--- config.mk ---
export PLATFORM = sky130hd
export DESIGN_NAME = led_trace_capture_flat
export DESIGN_NICKNAME = d
export VERILOG_FILES = /design/src/rtl/led_trace_capture_pkg.sv /design/src/rtl/led_trace_capture_if.sv /design/src/rtl/led_trace_capture_fifo.sv /design/src/rtl/led_trace_capture.sv /design/src/flat_wrapper.sv
export SDC_FILE = /design/constraint.sdc
export NUM_CORES = 1
export LEC_CHECK = 0
export CAP_MARGIN = 40
export CELL_PAD_IN_SITES_DETAIL_PLACEMENT = 0
export CELL_PAD_IN_SITES_GLOBAL_PLACEMENT = 1
export CORE_UTILIZATION = 49
export DETAILED_ROUTE_END_ITERATION = 8
export PLACE_DENSITY_LB_ADDON = 0.1
export RECOVER_POWER = 100
export SKIP_LAST_GASP = 1
export SYNTH_ARGS = -nofsm -noshare
export SYNTH_HDL_FRONTEND = slang
export SYNTH_SLANG_ARGS = --single-unit
--- constraint.sdc ---
create_clock -name clk -period 4.66 [get_ports clk]
set_clock_uncertainty 0.15 [all_clocks]
set_input_delay 0.932 -clock clk [delete_from_list [all_inputs] [get_ports clk]]
set_output_delay 0.932 -clock clk [all_outputs]
set_load 0.05 [all_outputs]
--- src/rtl/led_trace_capture_pkg.sv ---
// Shared types and defaults for the LED/probe trace capture block.
// Holds the capture FSM state encoding and the FIFO entry-width helper.
package led_trace_pkg;

  typedef enum logic [1:0] {
    StIdle,
    StCapture,
    StDrain,
    StDone
  } state_e;

  localparam int unsigned DefChannels = 1;
  localparam int unsigned DefWidth    = 8;
  localparam int unsigned DefDepth    = 16;
  localparam int unsigned DefTsWidth  = 16;

  // A FIFO entry is {timestamp, sample}.
  function automatic int unsigned entry_width(input int unsigned ts_w,
                                              input int unsigned sample_w);
    return ts_w + sample_w;
  endfunction

endpackage

--- src/rtl/led_trace_capture_if.sv ---
// Valid/ready readout stream carrying one timestamped trace entry per beat.
interface led_trace_capture_if
  import led_trace_pkg::*;
#(
  parameter int unsigned TS_WIDTH     = DefTsWidth,
  parameter int unsigned SAMPLE_WIDTH = DefChannels * DefWidth
) ();

  logic                    out_valid;
  logic                    out_ready;
  logic [TS_WIDTH-1:0]     out_ts;
  logic [SAMPLE_WIDTH-1:0] out_sample;

  modport master (
    output out_valid,
    output out_ts,
    output out_sample,
    input  out_ready
  );

  modport slave (
    input  out_valid,
    input  out_ts,
    input  out_sample,
    output out_ready
  );

endinterface

--- src/rtl/led_trace_capture_fifo.sv ---
// Synchronous first-word-fall-through FIFO; the head is read straight from storage.
// A push while full is only accepted when a pop frees the slot on the same edge.
module trace_fifo #(
  parameter int unsigned WIDTH_D = 24,
  parameter int unsigned DEPTH   = 16
) (
  input  logic                     clk,
  input  logic                     reset,
  input  logic                     clear,
  input  logic                     push,
  input  logic [WIDTH_D-1:0]       wdata,
  output logic                     full,
  input  logic                     pop,
  output logic [WIDTH_D-1:0]       rdata,
  output logic                     empty,
  output logic [$clog2(DEPTH):0]   level
);

  localparam int unsigned AW = $clog2(DEPTH);
  localparam logic [AW:0] DepthL = (AW + 1)'(DEPTH);

  logic [WIDTH_D-1:0] mem_q [DEPTH];
  logic [AW-1:0]      wr_ptr_q, rd_ptr_q;
  logic [AW:0]        count_q;
  logic               do_push, do_pop;

  always_comb begin
    empty   = (count_q == '0);
    full    = (count_q == DepthL);
    do_pop  = pop && !empty;
    do_push = push && (!full || do_pop);
    rdata   = mem_q[rd_ptr_q];
    level   = count_q;
  end

  always_ff @(posedge clk) begin
    if (!reset || clear) begin
      wr_ptr_q <= '0;
      rd_ptr_q <= '0;
      count_q  <= '0;
    end else begin
      if (do_push) wr_ptr_q <= wr_ptr_q + 1'b1;
      if (do_pop)  rd_ptr_q <= rd_ptr_q + 1'b1;
      unique case ({do_push, do_pop})
        2'b10:   count_q <= count_q + 1'b1;
        2'b01:   count_q <= count_q - 1'b1;
        default: count_q <= count_q;
      endcase
    end
  end

  // Storage needs no reset; occupancy tracking alone decides what is valid.
  always_ff @(posedge clk) begin
    if (do_push) mem_q[wr_ptr_q] <= wdata;
  end

endmodule

--- src/rtl/led_trace_capture.sv ---
// Timestamped capture of the LED/probe bus into a FIFO, drained over a valid/ready stream.
// Records every cycle or only on change; a stop request drains the buffer and raises done.
module led_trace_capture
  import led_trace_pkg::*;
#(
  parameter int unsigned CHANNELS = DefChannels,
  parameter int unsigned WIDTH    = DefWidth,
  parameter int unsigned DEPTH    = DefDepth,
  parameter int unsigned TS_WIDTH = DefTsWidth
) (
  input  logic                        clk,
  input  logic                        reset,
  input  logic                        mode,
  input  logic                        start,
  input  logic                        stop,
  input  logic [CHANNELS*WIDTH-1:0]   probe_in,
  led_trace_capture_if.master         out_if,
  output logic                        capturing,
  output logic                        done,
  output logic                        overflow,
  output logic [$clog2(DEPTH):0]      level
);

  localparam int unsigned SW = CHANNELS * WIDTH;
  localparam int unsigned EW = entry_width(TS_WIDTH, SW);
  localparam int unsigned LW = $clog2(DEPTH) + 1;

  state_e              state_q;
  logic                mode_q, first_q, overflow_q, capturing_q, done_q;
  logic [TS_WIDTH-1:0] ts_q;
  logic [SW-1:0]       prev_q;

  logic          launch, push, pop, full, empty, drain_empty;
  logic [EW-1:0] wdata, rdata;
  logic [LW-1:0] fifo_level;

  always_comb begin
    launch = ((state_q == StIdle) || (state_q == StDone)) && start && !stop;
    // Change detection compares against the previous cycle's sample, recorded or not.
    push   = (state_q == StCapture) && (!mode_q || first_q || (probe_in != prev_q));
    pop    = !empty && out_if.out_ready;
    wdata  = {ts_q, probe_in};
    drain_empty = (fifo_level == '0) || ((fifo_level == LW'(1)) && pop);
  end

  trace_fifo #(
    .WIDTH_D (EW),
    .DEPTH   (DEPTH)
  ) u_fifo (
    .clk   (clk),
    .reset (reset),
    .clear (launch),
    .push  (push),
    .wdata (wdata),
    .full  (full),
    .pop   (pop),
    .rdata (rdata),
    .empty (empty),
    .level (fifo_level)
  );

  always_ff @(posedge clk) begin
    if (!reset) begin
      state_q     <= StIdle;
      mode_q      <= 1'b0;
      first_q     <= 1'b0;
      overflow_q  <= 1'b0;
      capturing_q <= 1'b0;
      done_q      <= 1'b0;
      ts_q        <= '0;
      prev_q      <= '0;
    end else begin
      unique case (state_q)
        StIdle, StDone: begin
          if (launch) begin
            state_q     <= StCapture;
            mode_q      <= mode;
            first_q     <= 1'b1;
            overflow_q  <= 1'b0;
            capturing_q <= 1'b1;
            done_q      <= 1'b0;
            ts_q        <= '0;
          end
        end
        StCapture: begin
          ts_q    <= ts_q + 1'b1;
          prev_q  <= probe_in;
          first_q <= 1'b0;
          if (push && full && !pop) overflow_q <= 1'b1;
          if (stop) begin
            state_q     <= StDrain;
            capturing_q <= 1'b0;
          end
        end
        StDrain: begin
          if (drain_empty) begin
            state_q <= StDone;
            done_q  <= 1'b1;
          end
        end
        default: state_q <= StIdle;
      endcase
    end
  end

  assign out_if.out_valid  = !empty;
  assign out_if.out_ts     = rdata[EW-1 -: TS_WIDTH];
  assign out_if.out_sample = rdata[SW-1:0];
  assign capturing         = capturing_q;
  assign done              = done_q;
  assign overflow          = overflow_q;
  assign level             = fifo_level;

endmodule

--- src/flat_wrapper.sv ---
// flat-port wrapper written by rule: the top's interface ports become plain ports
module led_trace_capture_flat import led_trace_pkg::*;
#(
  parameter int unsigned CHANNELS = DefChannels,
  parameter int unsigned WIDTH    = DefWidth,
  parameter int unsigned DEPTH    = DefDepth,
  parameter int unsigned TS_WIDTH = DefTsWidth
)
  (clk, reset, mode, start, stop, probe_in, capturing, done, overflow, level, out_if_out_valid, out_if_out_ts, out_if_out_sample, out_if_out_ready);
  led_trace_capture_if #(.TS_WIDTH(TS_WIDTH), .SAMPLE_WIDTH(8)) out_if_i ();
  input  logic clk;
  input  logic reset;
  input  logic mode;
  input  logic start;
  input  logic stop;
  input  logic [CHANNELS*WIDTH-1:0] probe_in;
  output logic capturing;
  output logic done;
  output logic overflow;
  output logic [$clog2(DEPTH):0] level;
  output wire logic [$bits(out_if_i.out_valid)-1:0] out_if_out_valid;
  output wire logic [$bits(out_if_i.out_ts)-1:0] out_if_out_ts;
  output wire logic [$bits(out_if_i.out_sample)-1:0] out_if_out_sample;
  input wire logic [$bits(out_if_i.out_ready)-1:0] out_if_out_ready;
  assign out_if_out_valid = out_if_i.out_valid;
  assign out_if_out_ts = out_if_i.out_ts;
  assign out_if_out_sample = out_if_i.out_sample;
  assign out_if_i.out_ready = out_if_out_ready;
  led_trace_capture #(.CHANNELS(CHANNELS), .WIDTH(WIDTH), .DEPTH(DEPTH), .TS_WIDTH(TS_WIDTH)) u_core (.clk(clk), .reset(reset), .mode(mode), .start(start), .stop(stop), .probe_in(probe_in), .out_if(out_if_i), .capturing(capturing), .done(done), .overflow(overflow), .level(level));
endmodule
==> results.py <==
metrics = {
    "floorplan": {
        "rows": 67,
        "dieHeight_um": 188,
        "die_w_um": 188,
        "core-area_mm2": 0.0338,
        "io_pins": 47,
        "initial_core_util_pct": 50.2,
        "dieArea_mm2": 0.0354,
    },
    "logic_synthesis": {
        "synth.most_common_cell": "edfxtp_1",
        "synth.largest_area_cell": "edfxtp_1",
        "synth-async-reset-ratio_pct": 0,
        "ys_seq_area_share_pct": 73.6,
        "yosysUniqueCellTypes": 43,
        "yosys-top-cells-count": "edfxtp_1 (384), mux4_2 (120), dfxtp_1 (48)",
        "netlist_instances": 837,
        "synthFlopType": "edfxtp_1",
        "synth.area.top_cells": "edfxtp_1 (68%), mux4_2 (16%), dfxtp_1 (5.7%)",
        "synth_fp_nets": 864,
        "syn_area_per_cell_um2": 20.3,
        "synth-seq-cells": 432,
        "synth_edf_count": 384,
        "yosysWarnings": 0,
        "synth.top_cell.area_share_pct": 68.0,
        "syn_area_mm2": 0.0170,
    },
    "route": {
        "ant_nets": 0,
        "routed_via_density": 5.88,
        "drt_iter0_markers": 773,
        "routedWlPerCell_um": 25.0,
        "vias": 8326,
        "wirelength_um": 35400,
        "drc": 0,
        "first_pass_iters": 7,
    },
    "global_route": {
        "grt_usage_pct": 20.6,
        "grt_pass1_wl_um": 53700,
        "grt_max_degree": 53,
        "grt_overflow": 0,
        "antenna_found_initial": 0,
        "grt_pass1_vias": 8841,
    },
    "placement": {
        "io_buffers": 46,
        "gp_congestion": 0.827,
        "dp_hpwl_um": 20800,
    },
    "critical_path": {
        "critical_path_class": "flip-flop to primary output",
        "worstPathRequired_ns": 3.58,
        "cp_common_cell": "mux4_2",
        "max_stage_delay_ns": 0.79,
        "arrival_ns": 3.35,
        "crit_family": "buffers and inverters",
        "start_kind": "flip-flop",
        "crit_chain": "buf_4 -> mux4_2 -> mux4_2 -> dlygate4sd3_1",
        "crit_slowest_cell": "dlygate4sd3_1",
        "critPathCaptureType": "primary output",
        "cp_max_fo": 20,
        "crit_buf_inv": 2,
    },
    "clock_tree": {
        "clk_latency_ns": 0.53,
        "holdBufCountCts": 0,
        "path_clk_slew_ns": 0.06,
        "cts_max_level": 2,
        "post_cts_buffers": 0,
        "ctsResizeCount": 0,
        "cts_buffers": 44,
        "cts_tree": "done",
        "clock-root-buffer": "clkbuf_16",
        "clock-sinks": 432,
        "clk_path_buf_depth": 3,
    },
    "final_layout": {
        "multi_input_area_mm2": 0.00419,
        "area.sequential_mm2": 0.0125,
        "fin_util_pct": 57.6,
        "area_growth_pct": 14.7,
        "nFillCells": 2529,
        "drive_gt1_share_pct": 22.9,
        "nets": 962,
        "antenna_cells": 0,
    },
    "sta": {
        "report.final.slew_viol_count": 0,
        "max_slew_margin_pct": 28.1,
        "rsz0062_at_grt": "false",
        "tns_ns": 0,
        "report.final.hold_viol_count": 0,
        "fmax_ghz": 0.226,
        "min_period_ns": 4.43,
        "tightest_slew_ns": 1.07,
        "final-setup-viol-count": 0,
        "fin_crit_sh_pct": 95.1,
    },
    "run_status": {
        "status": "completed",
    },
    "power": {
        "p_leak_nw": 5.87,
        "ir_worst_vdd_mv": 0.508,
        "p_per_area_mw_per_mm2": 531,
    },
    "min_path": {
        "hold_class": "flip-flop to flip-flop",
    },
    "run": {
        "drv_cap": 0,
    },
}
==> sequential cells by signal, summed over array words and instances, names as in the netlist, 2 cells and up, named ones only <==
signal,cells
u_core.u_fifo.mem_q,384
u_core.u_fifo.level,5
u_core.state_q,2
u_core.prev_q,8
u_core.u_fifo.wr_ptr_q,4
u_core.u_fifo.rd_ptr_q,4
u_core.ts_q,16
==> power by group <==
group | switching [W] | internal, W
logic | 0.00140 | 0.00103
clock network | 0.00137 | 0.00201
registers | 0.000161 | 0.00436
total | 0.00293 | 0.00741
==> worst paths after layout <==
kind                      from                    endpoint  slack [ns]  cells after the start
max reg2reg  u_core.state_q[1]  u_core.u_fifo.mem_q[10][6]        1.63                      7
min              u_core.mode_q               u_core.mode_q        0.32                      2
min reg2reg      u_core.mode_q               u_core.mode_q        0.32                      2
max                  flip-flop            out_if_out_ts[4]        0.23                      4
==> worst register-to-register path: stages (launching register included) <==
cell,delay [ns]
dfxtp_1,0.32
inv_1,0.10
ha_1,0.15
buf_4,0.27
o31a_1,0.48
nand3_1,0.25
nor2_1,0.19
clkbuf_1,0.74
==> final cells by class <==
class                   count  share of cell area (%)
clock buffers              62                    6.53
clock inverters            17                   0.727
inverters                  10                   0.193
multi-input cells         352                    21.5
flip-flops and latches    432                    64.2
well taps                 448                    2.88
repair buffers             95                    3.88
==> cell usage in the layout (no fill, tap or decap), drive strengths merged, types with 3 or more instances in the layout <==
master and count:
dlygate4sd3 43, nand2b 6, and3 4, mux2i 14, nand2 23, buf 14
nor3 13, ha 13, nand3 19, nand4 8, o2111ai 3, mux4 120
o21ai 16, xor2 6, or3 7, clkinv 13, xnor2 14, edfxtp 384
and2 7, inv 10, clkbuf 97, nor2 30, dfxtp 48, nor2b 14
clkdlybuf4s50 3, a21oi 13
==> routing by layer <==
metal / part of all wire [%] / global-route usage (%)
met1: 43 / 28.6
met2: 51 / 34.7
met3: 4.3 / 2.90
met4: 1.8 / 5.13
met5: 0 / 0
==> kinds of logic (layout without fill, tap and decap cells) <==
logic type,after synthesis,in the layout,share of synthesized area [%]
muxes,134,134,16.8
adders and majority gates,13,13,0.959
and+or+nand+nor,143,143,4.42
buffers and inverters,53,184,1.57
xor gates and xnor gates,20,20,1.03
DFF,432,432,73.6
AOI/OAI and AO/OA,42,42,1.64
==> through the flow <==
stage / worst slack, ns / cells / instance area (um2) / total power (W) / hold WS (ns)
detailed placement: 0.678 / 1337 / 18200 / 0.00716 / 0.309
CTS: 0.204 / 1416 / 19600 / 0.0105 / 0.317
finish: 0.230 / 1416 / 19500 / 0.0103 / 0.318
floorplan: 0.612 / 837 / 17000 / 0.00650 / 0.289
global placement: 0.757 / 1337 / 18200 / 0.00712 / 0.304
global route: 0.0809 / 1416 / 19500 / 0.0108 / 0.352
Note: power is estimated with default switching activity, not from simulation.
